===== config.mk =====
export PLATFORM = sky130hd
export DESIGN_NAME = sys_rst_sequencer
export DESIGN_NICKNAME = d
export VERILOG_FILES = /design/src/rtl/sys_rst_sequencer.sv
export SDC_FILE = /design/constraint.sdc
export NUM_CORES = 1
export LEC_CHECK = 0
export CELL_PAD_IN_SITES_DETAIL_PLACEMENT = 2
export CELL_PAD_IN_SITES_GLOBAL_PLACEMENT = 2
export CORE_UTILIZATION = 40
export DETAILED_ROUTE_END_ITERATION = 10
export DONT_BUFFER_PORTS = 1
export GPL_ROUTABILITY_DRIVEN = 0
export PLACE_DENSITY = 0.9
export SLEW_MARGIN = 20
export SYNTH_ARGS = -nofsm -noshare
export SYNTH_HDL_FRONTEND = slang
export SYNTH_SLANG_ARGS = --single-unit
export TNS_END_PERCENT = 50

===== constraint.sdc =====
create_clock -name clk_1M8 -period 4.1 [get_ports clk_1M8]
set_clock_uncertainty 0.05 [all_clocks]
set_input_delay 0.82 -clock clk_1M8 [delete_from_list [all_inputs] [get_ports clk_1M8]]
set_output_delay 0.82 -clock clk_1M8 [all_outputs]
set_load 0.02 [all_outputs]

===== src/rtl/sys_rst_sequencer.sv =====
// Board reset controller: debounces the reset button, holds every channel reset, then releases channels in order.
// Define SYS_RST_WDT_EN to build the S_RUN watchdog that re-enters S_ASSERT when wdt_kick stops arriving.
module sys_rst_sequencer #(
    parameter int N_CH         = 3,
    parameter int DEBOUNCE_CYC = 4,
    parameter int HOLD_CYC     = 8,
    parameter int GAP_CYC      = 2,
    parameter int WDT_CYC      = 16
) (
    input  logic            clk_1M8,
    input  logic            rst,
    input  logic            rst_btn_n,
    input  logic            wdt_kick,
    output logic [N_CH-1:0] sys_rst_n,
    output logic            rst_done,
    output logic [1:0]      rst_cause
);

    // state     | meaning
    // S_ASSERT  | all channels held in reset, waiting for a debounced button release
    // S_HOLD    | all channels held for HOLD_CYC cycles
    // S_RELEASE | channels released one per GAP_CYC cycles, lowest index first
    // S_RUN     | every channel released, rst_done high
    typedef enum logic [1:0] {S_ASSERT, S_HOLD, S_RELEASE, S_RUN} state_t;

    localparam int DEB_W  = (DEBOUNCE_CYC > 1) ? $clog2(DEBOUNCE_CYC) : 1;
    localparam int HOLD_W = (HOLD_CYC > 1) ? $clog2(HOLD_CYC) : 1;
    localparam int GAP_W  = (GAP_CYC > 1) ? $clog2(GAP_CYC) : 1;
    localparam int CH_W   = (N_CH > 1) ? $clog2(N_CH) : 1;

    localparam logic [DEB_W-1:0]  DEB_TC   = DEB_W'(DEBOUNCE_CYC - 1);
    localparam logic [HOLD_W-1:0] HOLD_TC  = HOLD_W'(HOLD_CYC - 1);
    localparam logic [GAP_W-1:0]  GAP_TC   = GAP_W'(GAP_CYC - 1);
    localparam logic [CH_W-1:0]   CH_LAST  = CH_W'(N_CH - 1);

    localparam logic [1:0] CAUSE_BTN = 2'd1;
    localparam logic [1:0] CAUSE_WDT = 2'd2;

    state_t            state_q, state_d;
    logic              btn_meta_q, btn_meta_d;
    logic              btn_s_q, btn_s_d;
    logic [DEB_W-1:0]  deb_cnt_q, deb_cnt_d;
    logic [DEB_W-1:0]  press_cnt_q, press_cnt_d;
    logic [HOLD_W-1:0] hold_cnt_q, hold_cnt_d;
    logic [GAP_W-1:0]  gap_cnt_q, gap_cnt_d;
    logic [CH_W-1:0]   ch_idx_q, ch_idx_d;
    logic [N_CH-1:0]   sys_rst_n_q, sys_rst_n_d;
    logic              rst_done_q, rst_done_d;
    logic [1:0]        rst_cause_q, rst_cause_d;
    logic              press_hit;
    logic              wdt_hit;

    always_ff @(posedge clk_1M8) begin
        if (rst) begin
            state_q     <= S_ASSERT;
            btn_meta_q  <= 1'b0;
            btn_s_q     <= 1'b0;
            deb_cnt_q   <= '0;
            press_cnt_q <= '0;
            hold_cnt_q  <= '0;
            gap_cnt_q   <= '0;
            ch_idx_q    <= '0;
            sys_rst_n_q <= '0;
            rst_done_q  <= 1'b0;
            rst_cause_q <= 2'd0;
        end else begin
            state_q     <= state_d;
            btn_meta_q  <= btn_meta_d;
            btn_s_q     <= btn_s_d;
            deb_cnt_q   <= deb_cnt_d;
            press_cnt_q <= press_cnt_d;
            hold_cnt_q  <= hold_cnt_d;
            gap_cnt_q   <= gap_cnt_d;
            ch_idx_q    <= ch_idx_d;
            sys_rst_n_q <= sys_rst_n_d;
            rst_done_q  <= rst_done_d;
            rst_cause_q <= rst_cause_d;
        end
    end

    always_comb begin
        state_d     = state_q;
        btn_meta_d  = rst_btn_n;
        btn_s_d     = btn_meta_q;
        deb_cnt_d   = deb_cnt_q;
        press_cnt_d = press_cnt_q;
        hold_cnt_d  = hold_cnt_q;
        gap_cnt_d   = gap_cnt_q;
        ch_idx_d    = ch_idx_q;
        sys_rst_n_d = sys_rst_n_q;
        rst_done_d  = rst_done_q;
        rst_cause_d = rst_cause_q;
        press_hit   = 1'b0;

        case (state_q)
            S_ASSERT: begin
                sys_rst_n_d = '0;
                rst_done_d  = 1'b0;
                press_cnt_d = '0;
                if (btn_s_q) begin
                    if (deb_cnt_q == DEB_TC) begin
                        state_d    = S_HOLD;
                        deb_cnt_d  = '0;
                        hold_cnt_d = '0;
                    end else begin
                        deb_cnt_d = deb_cnt_q + 1'b1;
                    end
                end else begin
                    deb_cnt_d = '0;
                end
            end
            S_HOLD: begin
                if (hold_cnt_q == HOLD_TC) begin
                    state_d    = S_RELEASE;
                    hold_cnt_d = '0;
                    gap_cnt_d  = '0;
                    ch_idx_d   = '0;
                end else begin
                    hold_cnt_d = hold_cnt_q + 1'b1;
                end
            end
            S_RELEASE: begin
                if (gap_cnt_q == GAP_TC) begin
                    gap_cnt_d   = '0;
                    sys_rst_n_d = sys_rst_n_q | (N_CH'(1) << ch_idx_q);
                    if (ch_idx_q == CH_LAST) begin
                        state_d    = S_RUN;
                        rst_done_d = 1'b1;
                    end else begin
                        ch_idx_d = ch_idx_q + 1'b1;
                    end
                end else begin
                    gap_cnt_d = gap_cnt_q + 1'b1;
                end
            end
            S_RUN: ;
            default: state_d = S_ASSERT;
        endcase

        if (state_q != S_ASSERT) begin
            if (!btn_s_q) begin
                if (press_cnt_q == DEB_TC) press_hit = 1'b1;
                else                       press_cnt_d = press_cnt_q + 1'b1;
            end else begin
                press_cnt_d = '0;
            end
        end

        // A debounced press outranks a watchdog timeout landing on the same edge.
        if (press_hit || wdt_hit) begin
            state_d     = S_ASSERT;
            sys_rst_n_d = '0;
            rst_done_d  = 1'b0;
            rst_cause_d = press_hit ? CAUSE_BTN : CAUSE_WDT;
            deb_cnt_d   = '0;
            press_cnt_d = '0;
            hold_cnt_d  = '0;
            gap_cnt_d   = '0;
            ch_idx_d    = '0;
        end
    end

`ifdef SYS_RST_WDT_EN
    localparam int               WDT_W  = $clog2(WDT_CYC);
    localparam logic [WDT_W-1:0] WDT_TC = WDT_W'(WDT_CYC - 1);

    logic [WDT_W-1:0] wdt_cnt_q, wdt_cnt_d;

    assign wdt_hit = (state_q == S_RUN) && !wdt_kick && (wdt_cnt_q == WDT_TC);

    // Counter only runs while staying in S_RUN, so it starts from zero on every entry.
    always_comb begin
        wdt_cnt_d = wdt_cnt_q;
        if (state_q != S_RUN || state_d != S_RUN || wdt_kick) wdt_cnt_d = '0;
        else if (wdt_cnt_q != WDT_TC)                          wdt_cnt_d = wdt_cnt_q + 1'b1;
    end

    always_ff @(posedge clk_1M8) begin
        if (rst) wdt_cnt_q <= '0;
        else     wdt_cnt_q <= wdt_cnt_d;
    end
`else
    logic unused_wdt;

    assign wdt_hit    = 1'b0;
    assign unused_wdt = wdt_kick ^ (WDT_CYC < 2);
`endif

    assign sys_rst_n = sys_rst_n_q;
    assign rst_done  = rst_done_q;
    assign rst_cause = rst_cause_q;

endmodule

== Word-level counts from Yosys, hierarchy flattened ==
Cells that the tools add are included.

* Add/subtract/negate cells: 5
* Multipliers: 0
* Divide/modulo/power cells: 0
* Order comparisons: 0
* Eq/ne operators: 12
* Shift operators: 1
* Muxes and demuxes: 31
* Bitwise operators: 1
* Reduce and logical (&&, ||, !) cells: 13

{| class="wikitable"
|+ Operators by type and width
! cell !! number
|-
| $mux W2 || 14
|-
| $mux W3 || 4
|-
| $ne A2 B2 Y1 const B || 6
|-
| $pmux W3 S2 || 2
|-
| $eq A2 B2 Y1 const B || 4
|-
| $reduce_bool A2 Y1 || 4
|-
| $mux W1 || 7
|-
| $add A2 B1 Y2 const B || 3
|-
| $pmux W2 S3 || 1
|-
| $reduce_and A3 Y1 || 2
|-
| $reduce_and A6 Y1 || 1
|-
| $pmux W1 S2 || 2
|-
| $pmux W2 S2 || 1
|-
| $reduce_and A2 Y1 || 2
|-
| $reduce_and A4 Y1 || 1
|-
| $add A3 B1 Y3 const B || 1
|-
| $eq A3 B3 Y1 const B || 1
|-
| $or A3 B3 Y3 || 1
|-
| $reduce_bool A3 Y1 || 1
|-
| $shl A1 B2 Y3 const A || 1
|-
| $eq A2 B1 Y1 const B || 1
|-
| $logic_not A2 Y1 || 1
|-
| $reduce_or A2 Y1 || 1
|-
| $add A1 B1 Y1 const B || 1
|}

* Bits in registers: 19
* Latch bits: 0
* Memory bits (writable): 0
* Memory bits (read-only): 0
* Bits of input ports: 4
* Output and inout port bits: 6
* Memories: 0

== Longest topological paths before layout ==
Gate-level depths: netlist (run 1).

* Depth in word-level cells: 5
* Mapped depth: 7
* Mapped depth without buffers: 6

== Worst setup path before layout (run 1) ==
OpenSTA, ideal clock, no wires.

* Path type: register -> register
* Start point: reg state_q[0]
* End point: reg state_q[1]
* Setup time: 0.070 ns
* Arrival time: 1.813 ns
* Required time: 3.980 ns
* Path slack: 2.167 ns
* Cell stages (with the launch flop): 7
* Buffers on the path: 0
* Period minus slack after synthesis: 1.933 ns
* Path through: dfxtp_1 -> inv_1 -> ha_1 -> nor2b_4 -> or4_4 -> or3b_1 -> a21oi_1

* Word-level cells in the longest chain between the ends: 3

{| class="wikitable"
|+ RTL lines
! element !! RTL line !! RTL
|-
| start, declared || 39 || <nowiki>state_t state_q, state_d;</nowiki>
|-
| start signal, assigned || 67 || <nowiki>state_q <= state_d;</nowiki>
|-
| $eq A2 B2 Y1, or another cell as far along || 95 || <nowiki>case (state_q)</nowiki>
|-
| $ne A2 B2 Y1 (no line), or another cell as far along || -- ||
|-
| $reduce_and A6 Y1 (no line) / $reduce_or A2 Y1 (equally long branches) || -- ||
|}

Several ways; a longest one is shown, not always the timed one.
A chain may end at the register's enable or synchronous reset.

== Final worst setup path (run 1) ==
* Start point: reg state_q[1]
* End point: reg state_q[1]

The elaborated chain is that of the path after synthesis.

==> metrics.csv, run 1 <==
stage,metric,value,unit
outcome,status,"finished, final reports clean",
clock_network,tritoncts,done,
yosys,yosys_warnings,0,
sta,tightest_slew,0.590,ns
detailed_routing,routed_via_density,5.67,
detailed_routing,antenna_left,0,
sta,setup_viol,0,
flow_run,maxCapViolations,0,
worst_setup_path,path_delay_family,simple AND/OR/NAND/NOR gates,
yosys,synth_top_area_cell,dfxtp_1,
yosys,synth_top_flop_cell,dfxtp_1,
worst_setup_path,cp_data_required_time,4.29,ns
clock_network,hold_buffers,0,
worst_setup_path,slowest_stage,or4_4,
detailed_routing,vias,766,
floorplanning,die-area,2620,um^2
min_path,hp-start,press_cnt_q[0]$_SDFF_PP0_,
global_routing,first_global_vias,851,
global_routing,antenna_found_initial,0,
min_path,hp-class,register to register,
final_layout,diodes,0,
power,ir_worst_vdd,0.209,mV
detailed_routing,drc,0,
clock_network,clock_sinks,19,
global_routing,top_usage_layer,met2,
global_routing,grt_pass1_wl,3860,um
clock_network,clock_latency,0.31,ns
worst_setup_path,crit_buf_inv,1,
global_routing,grtUsageMet1,21.7,%
worst_setup_path,worstPathCellList,inv_1 > ha_1 > nor2b_4 > or4_4 > or3b_1 > a21oi_1,
clock_network,cts_resized,0,
yosys,synth_fp_nets,123,
clock_network,cts_buffers,3,
global_routing,use_met3,2.98,%
detailed_routing,wl,2430,um
worst_setup_path,setup.worst_path.end_class,register,
sta,hold_viol_final,0,
worst_setup_path,critPathMaxFanout,7,
worst_setup_path,cp-startpoint,state_q[1]$_SDFFE_PP0P_,
sta,period_minus_slack,2.15,ns
floorplanning,start_util,42.8,%
global_routing,met2_usage,39.3,%
sta,maxSlewHeadroom,60.7,%
detailed_routing,wl_per_cell,18.0,um
yosys,syn_area,966,um^2
sta,rsz0062_at_grt,false,
final_layout,final_cell_area,1010,um^2
sta,fin_crit_sh,52.6,%
worst_setup_path,start_kind,register,
clock_network,cts_buffer_depth,2,
placed_design,post_dp_cell_area,986,um^2
floorplanning,fp.dieH,51.1,um
clock_network,htreeDepth,1,
placed_design,io_buffers,0,
yosys,postSynth.asyncResetShare,0,%
clock_network,cts_setup_buffers,0,
yosys,synthTopCellsByArea,"dfxtp_1, ha_1, nor2_1",
yosys,synth_most_common_cell,dfxtp_1,
power,leakage,0.388,nW
clock_network,clock-root-buffer,clkbuf_4,
global_routing,grt_max_degree,15,
yosys,synth_top_area_share,39.4,%
final_layout,drive_gt1_share,7.48,%
sta,max_freq,0.464,GHz
placed_design,hpwl,1780,um
final_layout,fin_nets,125,
sta,fin_setup_tns,0,ns
yosys,yosysSeqAreaShare,39.4,%
sta,drv_slew,0,
floorplanning,coreArea,2250,um^2
yosys,synthCells,106,
global_routing,overflow,0,
detailed_routing,dr.first_iter.drc_count,5,
worst_setup_path,critical_path_arrival,2.35,ns
clock_network,clk_pin_slew,0.11,ns
worst_setup_path,reg2reg_from,state_q[1]$_SDFFE_PP0P_,
floorplanning,rows,17,
yosys,synth.ff_latch_count,19,
floorplanning,die_w,51.1,um
worst_setup_path,cpPeakStageDelay,0.51,ns
final_layout,syn_to_final_growth,4.79,%
detailed_routing,firstDrtPassIters,4,
worst_setup_path,critPathKind,register to register,
global_routing,track_usage,20.3,%
power,p_per_area,420,nW/um^2
yosys,synth_edf_count,0,
yosys,synthTopCellsByCount,"dfxtp_1, nor2_1, ha_1",
yosys,ys_types,30,
yosys,syn_avg_cell_area,9.11,um^2
floorplanning,pin_count,10,
final_layout,fill_cells,258,
[flip-flops by register name (all words and copies together), names as in the netlist]
signal,cells
btn_meta_q,1
btn_s_q,1
sys_rst_n,3
deb_cnt_q,2
state_q,2
gap_cnt_q,1
rst_done,1
hold_cnt_q,3
ch_idx_q,2
press_cnt_q,2
rst_cause,1
[per-layer routing]
| metal | vias up | part of all wire (%) | routed length [um] |
|---|---|---|---|
| met3 | 5 | 2.4 | 59 |
| met2 | 9 | 53 | 1290 |
| met1 | 388 | 43 | 1040 |
| li1 | 364 | - | - |
| met5 | - | 0 | 0 |
| met4 | 0 | 1.5 | 36 |
[layout make-up]
cell class | count | area, um^2 | share of cell area (%)
multi-input combinational | 77 | 544 | 53.8
sequential | 19 | 380 | 37.6
tap | 28 | 35.0 | 3.46
clock buffer | 4 | 26.3 | 2.60
inverter | 7 | 26.3 | 2.60
[power by group]
part / internal, mW / switching (mW) / total (mW)
Combinational: 0.0447 / 0.0766 / 0.121
Clock: 0.0380 / 0.0658 / 0.104
Sequential: 0.192 / 0.00815 / 0.200
Total: 0.275 / 0.151 / 0.426
[cell families after synthesis]
| group | Yosys count | synth area share, % |
|---|---|---|
| compound gates | 23 | 15.7 |
| other cells | 1 | 0.388 |
| buf+inv | 10 | 4.28 |
| fa+ha+maj | 13 | 16.8 |
| flops | 19 | 39.4 |
| simple gates | 38 | 21.2 |
| mux | 2 | 2.20 |
[through the flow]
step	worst slack, ns	power (mW)	hold slack [ns]	cells	util [%]
final	1.95	0.426	0.377	135	44.9
after detailed placement	1.97	0.324	0.367	131	43.7
after global routing	1.87	0.445	0.407	135	44.9
after global placement	2.06	0.312	0.355	131	43.7
after floorplan	2.17	0.292	0.347	106	-
after CTS	1.93	0.426	0.384	135	44.9
[path summary, 6_finish.rpt]
kind,end,slack [ns],cells past startpoint
setup / recovery,state_q[1]$_SDFFE_PP0P_,1.95,6
hold / removal,press_cnt_q[0]$_SDFF_PP0_,0.38,1
setup reg to reg,state_q[1]$_SDFFE_PP0P_,1.95,6
hold reg to reg,press_cnt_q[0]$_SDFF_PP0_,0.38,1
[worst reg2reg max path, delay by kind of cell (launching register included)]
kind                       cells  cell delay (ns)
AOI/OAI and AO/OA              1             0.12
adders and majority gates      1             0.30
buffers and inverters          1             0.11
DFF                            1             0.44
and+or+nand+nor                3             1.06
[placed cells by master (no fill, tap or decap)]
cell | synthesis | layout
o21ai_0 | 3 | 3
nand2_1 | 5 | 5
a2111oi_2 | 1 | 1
nor2_1 | 18 | 18
inv_1 | 7 | 7
dfxtp_1 | 19 | 19
clkbuf_4 | 0 | 3
mux2i_1 | 1 | 1
nor3b_1 | 1 | 1
a21oi_1 | 10 | 10
nand2b_1 | 1 | 1
o31a_1 | 1 | 1
nor2b_1 | 3 | 3
a21bo_2 | 1 | 1
nor4b_1 | 1 | 1
nand3_1 | 1 | 1
clkbuf_1 | 2 | 1
or4_4 | 1 | 1
or3_1 | 1 | 1
nor3_1 | 1 | 1
a211oi_1 | 1 | 1
conb_1 | 1 | 1
a32oi_1 | 4 | 4
or3b_1 | 1 | 1
o21ai_1 | 2 | 2
or2_1 | 1 | 1
mux2_1 | 1 | 1
ha_1 | 13 | 13
nor2b_4 | 2 | 2
or4_1 | 1 | 1
(Power assumes the default switching activity.)
==> run 2, diff against run 1 <==
--- a/config.mk
+++ b/config.mk
@@ -7,11 +7,12 @@
 export LEC_CHECK = 0
 export CELL_PAD_IN_SITES_DETAIL_PLACEMENT = 2
 export CELL_PAD_IN_SITES_GLOBAL_PLACEMENT = 2
-export CORE_UTILIZATION = 40
+export CORE_ASPECT_RATIO = 0.5
+export CORE_UTILIZATION = 37
 export DETAILED_ROUTE_END_ITERATION = 10
 export DONT_BUFFER_PORTS = 1
 export GPL_ROUTABILITY_DRIVEN = 0
-export PLACE_DENSITY = 0.9
+export PLACE_DENSITY = 0.85
 export SLEW_MARGIN = 20
 export SYNTH_ARGS = -nofsm -noshare
 export SYNTH_HDL_FRONTEND = slang
==> constraint.sdc (replaced) <==
create_clock -name clk_1M8 -period 2.1 [get_ports clk_1M8]
set_clock_uncertainty 0.05 [all_clocks]
set_input_delay 0.42 -clock clk_1M8 [delete_from_list [all_inputs] [get_ports clk_1M8]]
set_output_delay 0.42 -clock clk_1M8 [all_outputs]
set_load 0.02 [all_outputs]
==> run 2 against run 1 <==
  * First-iteration DRC count rose to 4.4 times the previous value
  * Cell count rose by 8.1%
  * Fmax rose by 6.8%
  * Non-clock buffer count rose by 4
  * Hold slack got worse by 0.20 ns
  * Die area rose by 8.3%
  * Critical path depth did not move
  * Flip-flop and latch count did not move
  * Via count rose by 0.52%
  * Register-to-register slack got worse by 1.9 ns
  * Design area rose by 5.9%
  * Combinational power rose by 110%
  * Critical path type unchanged
==> metrics.csv, run 2 (synthesis results as in run 1) <==
stage,metric,value,unit,change
clock_network,clock-root-buffer,clkbuf_8,,was clkbuf_4
power,ir_worst_vdd,0.272,mV,was 0.209 mV
worst_setup_path,critPathKind,register to register,,unchanged
global_routing,antenna_found_initial,0,,unchanged
sta,drv_slew,0,,unchanged
final_layout,drive_gt1_share,12.6,%,was 7.48%
sta,fin_setup_tns,0,ns,unchanged
sta,holdWs,0.174,ns,was 0.377 ns
final_layout,fin_util,45.8,%,was 44.9%
final_layout,mostFrequentLayoutCell,nor2_1,,was dfxtp_1
placed_design,hpwl,1890,um,was 1780 um
detailed_routing,vias,770,,was 766
global_routing,grt_max_degree,15,,unchanged
clock_network,clock_sinks,19,,unchanged
power,power.share.combinational,27.4,%,was 28.5%
floorplanning,fp.dieH,38.1,um,was 51.1 um
clock_network,clock_latency,0.27,ns,was 0.31 ns
power,p_int,0.608,mW,was 0.275 mW
power,power,0.911,mW,was 0.426 mW
detailed_routing,routed_via_density,5.27,,was 5.67
worst_setup_path,critPathMaxFanout,5,,was 7
detailed_routing,wl_per_cell,17.1,um,was 18.0 um
power,p_per_area,850,nW/um^2,was 420 nW/um^2
flow_run,maxCapViolations,0,,unchanged
floorplanning,pin_count,10,,unchanged
worst_setup_path,critical_path_arrival,2.16,ns,was 2.35 ns
worst_setup_path,setup.worst_path.end_class,register,,unchanged
worst_setup_path,start_kind,register,,unchanged
final_layout,diodes,0,,unchanged
power,swShare,33.3,%,was 35.4%
detailed_routing,drc,0,,unchanged
final_layout,syn_to_final_growth,11.0,%,was 4.79%
min_path,hp-class,input port to register,,was register to register
floorplanning,coreArea,2340,um^2,was 2250 um^2
final_layout,final_cell_area,1070,um^2,was 1010 um^2
sta,max_freq,0.496,GHz,was 0.464 GHz
clock_network,htreeDepth,1,,unchanged
placed_design,post_dp_cell_area,1020,um^2,was 986 um^2
final_layout,layout_common_cells,"nor2_1, dfxtp_1, ha_1",,"was dfxtp_1, nor2_1, ha_1"
detailed_routing,wl,2490,um,was 2430 um
detailed_routing,dr.first_iter.drc_count,22,,was 5
sta,fin_crit_sh,96.1,%,was 52.6%
clock_network,cts_buffer_depth,2,,unchanged
detailed_routing,firstDrtPassIters,2,,was 4
power,p_sw,0.303,mW,was 0.151 mW
power,leakage,0.418,nW,was 0.388 nW
power,clock_power_share,29.3,%,was 24.4%
detailed_routing,antenna_left,0,,unchanged
final_layout,fin_nets,129,,was 125
global_routing,overflow,0,,unchanged
outcome,status,"finished, final reports clean",,unchanged
sta,hold_viol_final,0,,unchanged
global_routing,grt_pass1_wl,4130,um,was 3860 um
sta,setup_viol,0,,unchanged
clock_network,clk_pin_slew,0.08,ns,was 0.11 ns
floorplanning,die-area,2830,um^2,was 2620 um^2
sta,rsz0062_at_grt,false,,unchanged
global_routing,track_usage,20.9,%,was 20.3%
global_routing,first_global_vias,884,,was 851
clock_network,tritoncts,done,,unchanged
sta,period_minus_slack,2.02,ns,was 2.15 ns
placed_design,io_buffers,0,,unchanged
power,pwr-share-seq,43.3,%,was 47.1%
worst_setup_path,cp_data_required_time,2.24,ns,was 4.29 ns
floorplanning,start_util,41.2,%,was 42.8%
clock_network,cts_buffers,3,,unchanged
floorplanning,die_w,74.3,um,was 51.1 um
floorplanning,rows,12,,was 17
-- run 2: cell types whose count changed in the layout (fill, tap and decap cells not counted) --
cell      delta
dfxtp_2      +2
buf_4        +4
clkbuf_4     -3
clkbuf_8     +3
dfxtp_1      -2
-- run 2: final cells by class --
class	count	area, um^2
fill	278	1270
multi-input combinational	77	544
sequential	19	383
clock buffer	4	45.0
tap	35	43.8
timing repair buffer	4	30.0
inverter	7	26.3
-- run 2: power groups by stage --
stage                     registers (mW)  logic (mW)  clock network [mW]
after global placement             0.397       0.215                   0
final                              0.394       0.250               0.267
after floorplan                    0.395       0.176                   0
after CTS                          0.392       0.249               0.268
after detailed placement           0.401       0.245                   0
after global routing               0.397       0.278               0.283
-- run 2: worst paths after layout --
| path | depth (start not counted) | slack, ns | end | start |
|---|---|---|---|---|
| max | 6 | 0.08 | state_q[1]$_SDFFE_PP0P_ | state_q[0]$_SDFFE_PP0P_ |
| min | 1 | 0.17 | btn_s_q$_SDFF_PP0_ | rst |
| max reg2reg | 6 | 0.08 | state_q[1]$_SDFFE_PP0P_ | state_q[0]$_SDFFE_PP0P_ |
| min reg2reg | 1 | 0.39 | press_cnt_q[0]$_SDFF_PP0_ | press_cnt_q[0]$_SDFF_PP0_ |
-- run 2: repair_timing --
item,in CTS,in global routing
setup buffers,0,0
hold buffers,0,0
endpoints found under the setup margin,0,3
resized for setup,0,2
-- run 2: layer usage --
metal	track usage, %	routed length [um]	part of all wire, %
met5	0	0	0
met4	2.83	29	1.2
met3	7.11	114	4.6
met2	42.3	1330	53
met1	21.9	1010	41
-- run 2: critical path: stages (launching register included) --
cell and delay (ns):
dfxtp_2 0.38, inv_1 0.09, ha_1 0.22, nor2b_4 0.13, or4_4 0.55, or3b_1 0.37
a21oi_1 0.15
-- run 2: stage by stage --
stage | instances | setup slack (ns)
after global placement | 142 | 0.202
after detailed placement | 142 | 0.0450
final | 146 | 0.0828
after global routing | 146 | 0.0103
after CTS | 146 | 0.0126
after floorplan | 106 | 0.167
==> run 3, diff against run 2 <==
--- a/config.mk
+++ b/config.mk
@@ -9,9 +9,11 @@
 export CELL_PAD_IN_SITES_GLOBAL_PLACEMENT = 2
 export CORE_ASPECT_RATIO = 0.5
 export CORE_UTILIZATION = 37
+export CTS_CLUSTER_SIZE = 20
 export DETAILED_ROUTE_END_ITERATION = 10
 export DONT_BUFFER_PORTS = 1
 export GPL_ROUTABILITY_DRIVEN = 0
+export HOLD_SLACK_MARGIN = 0.08
 export PLACE_DENSITY = 0.85
 export SLEW_MARGIN = 20
 export SYNTH_ARGS = -nofsm -noshare
==> results of run 3 <==
Final layout, timing and power as in run 2 (identical DEF).
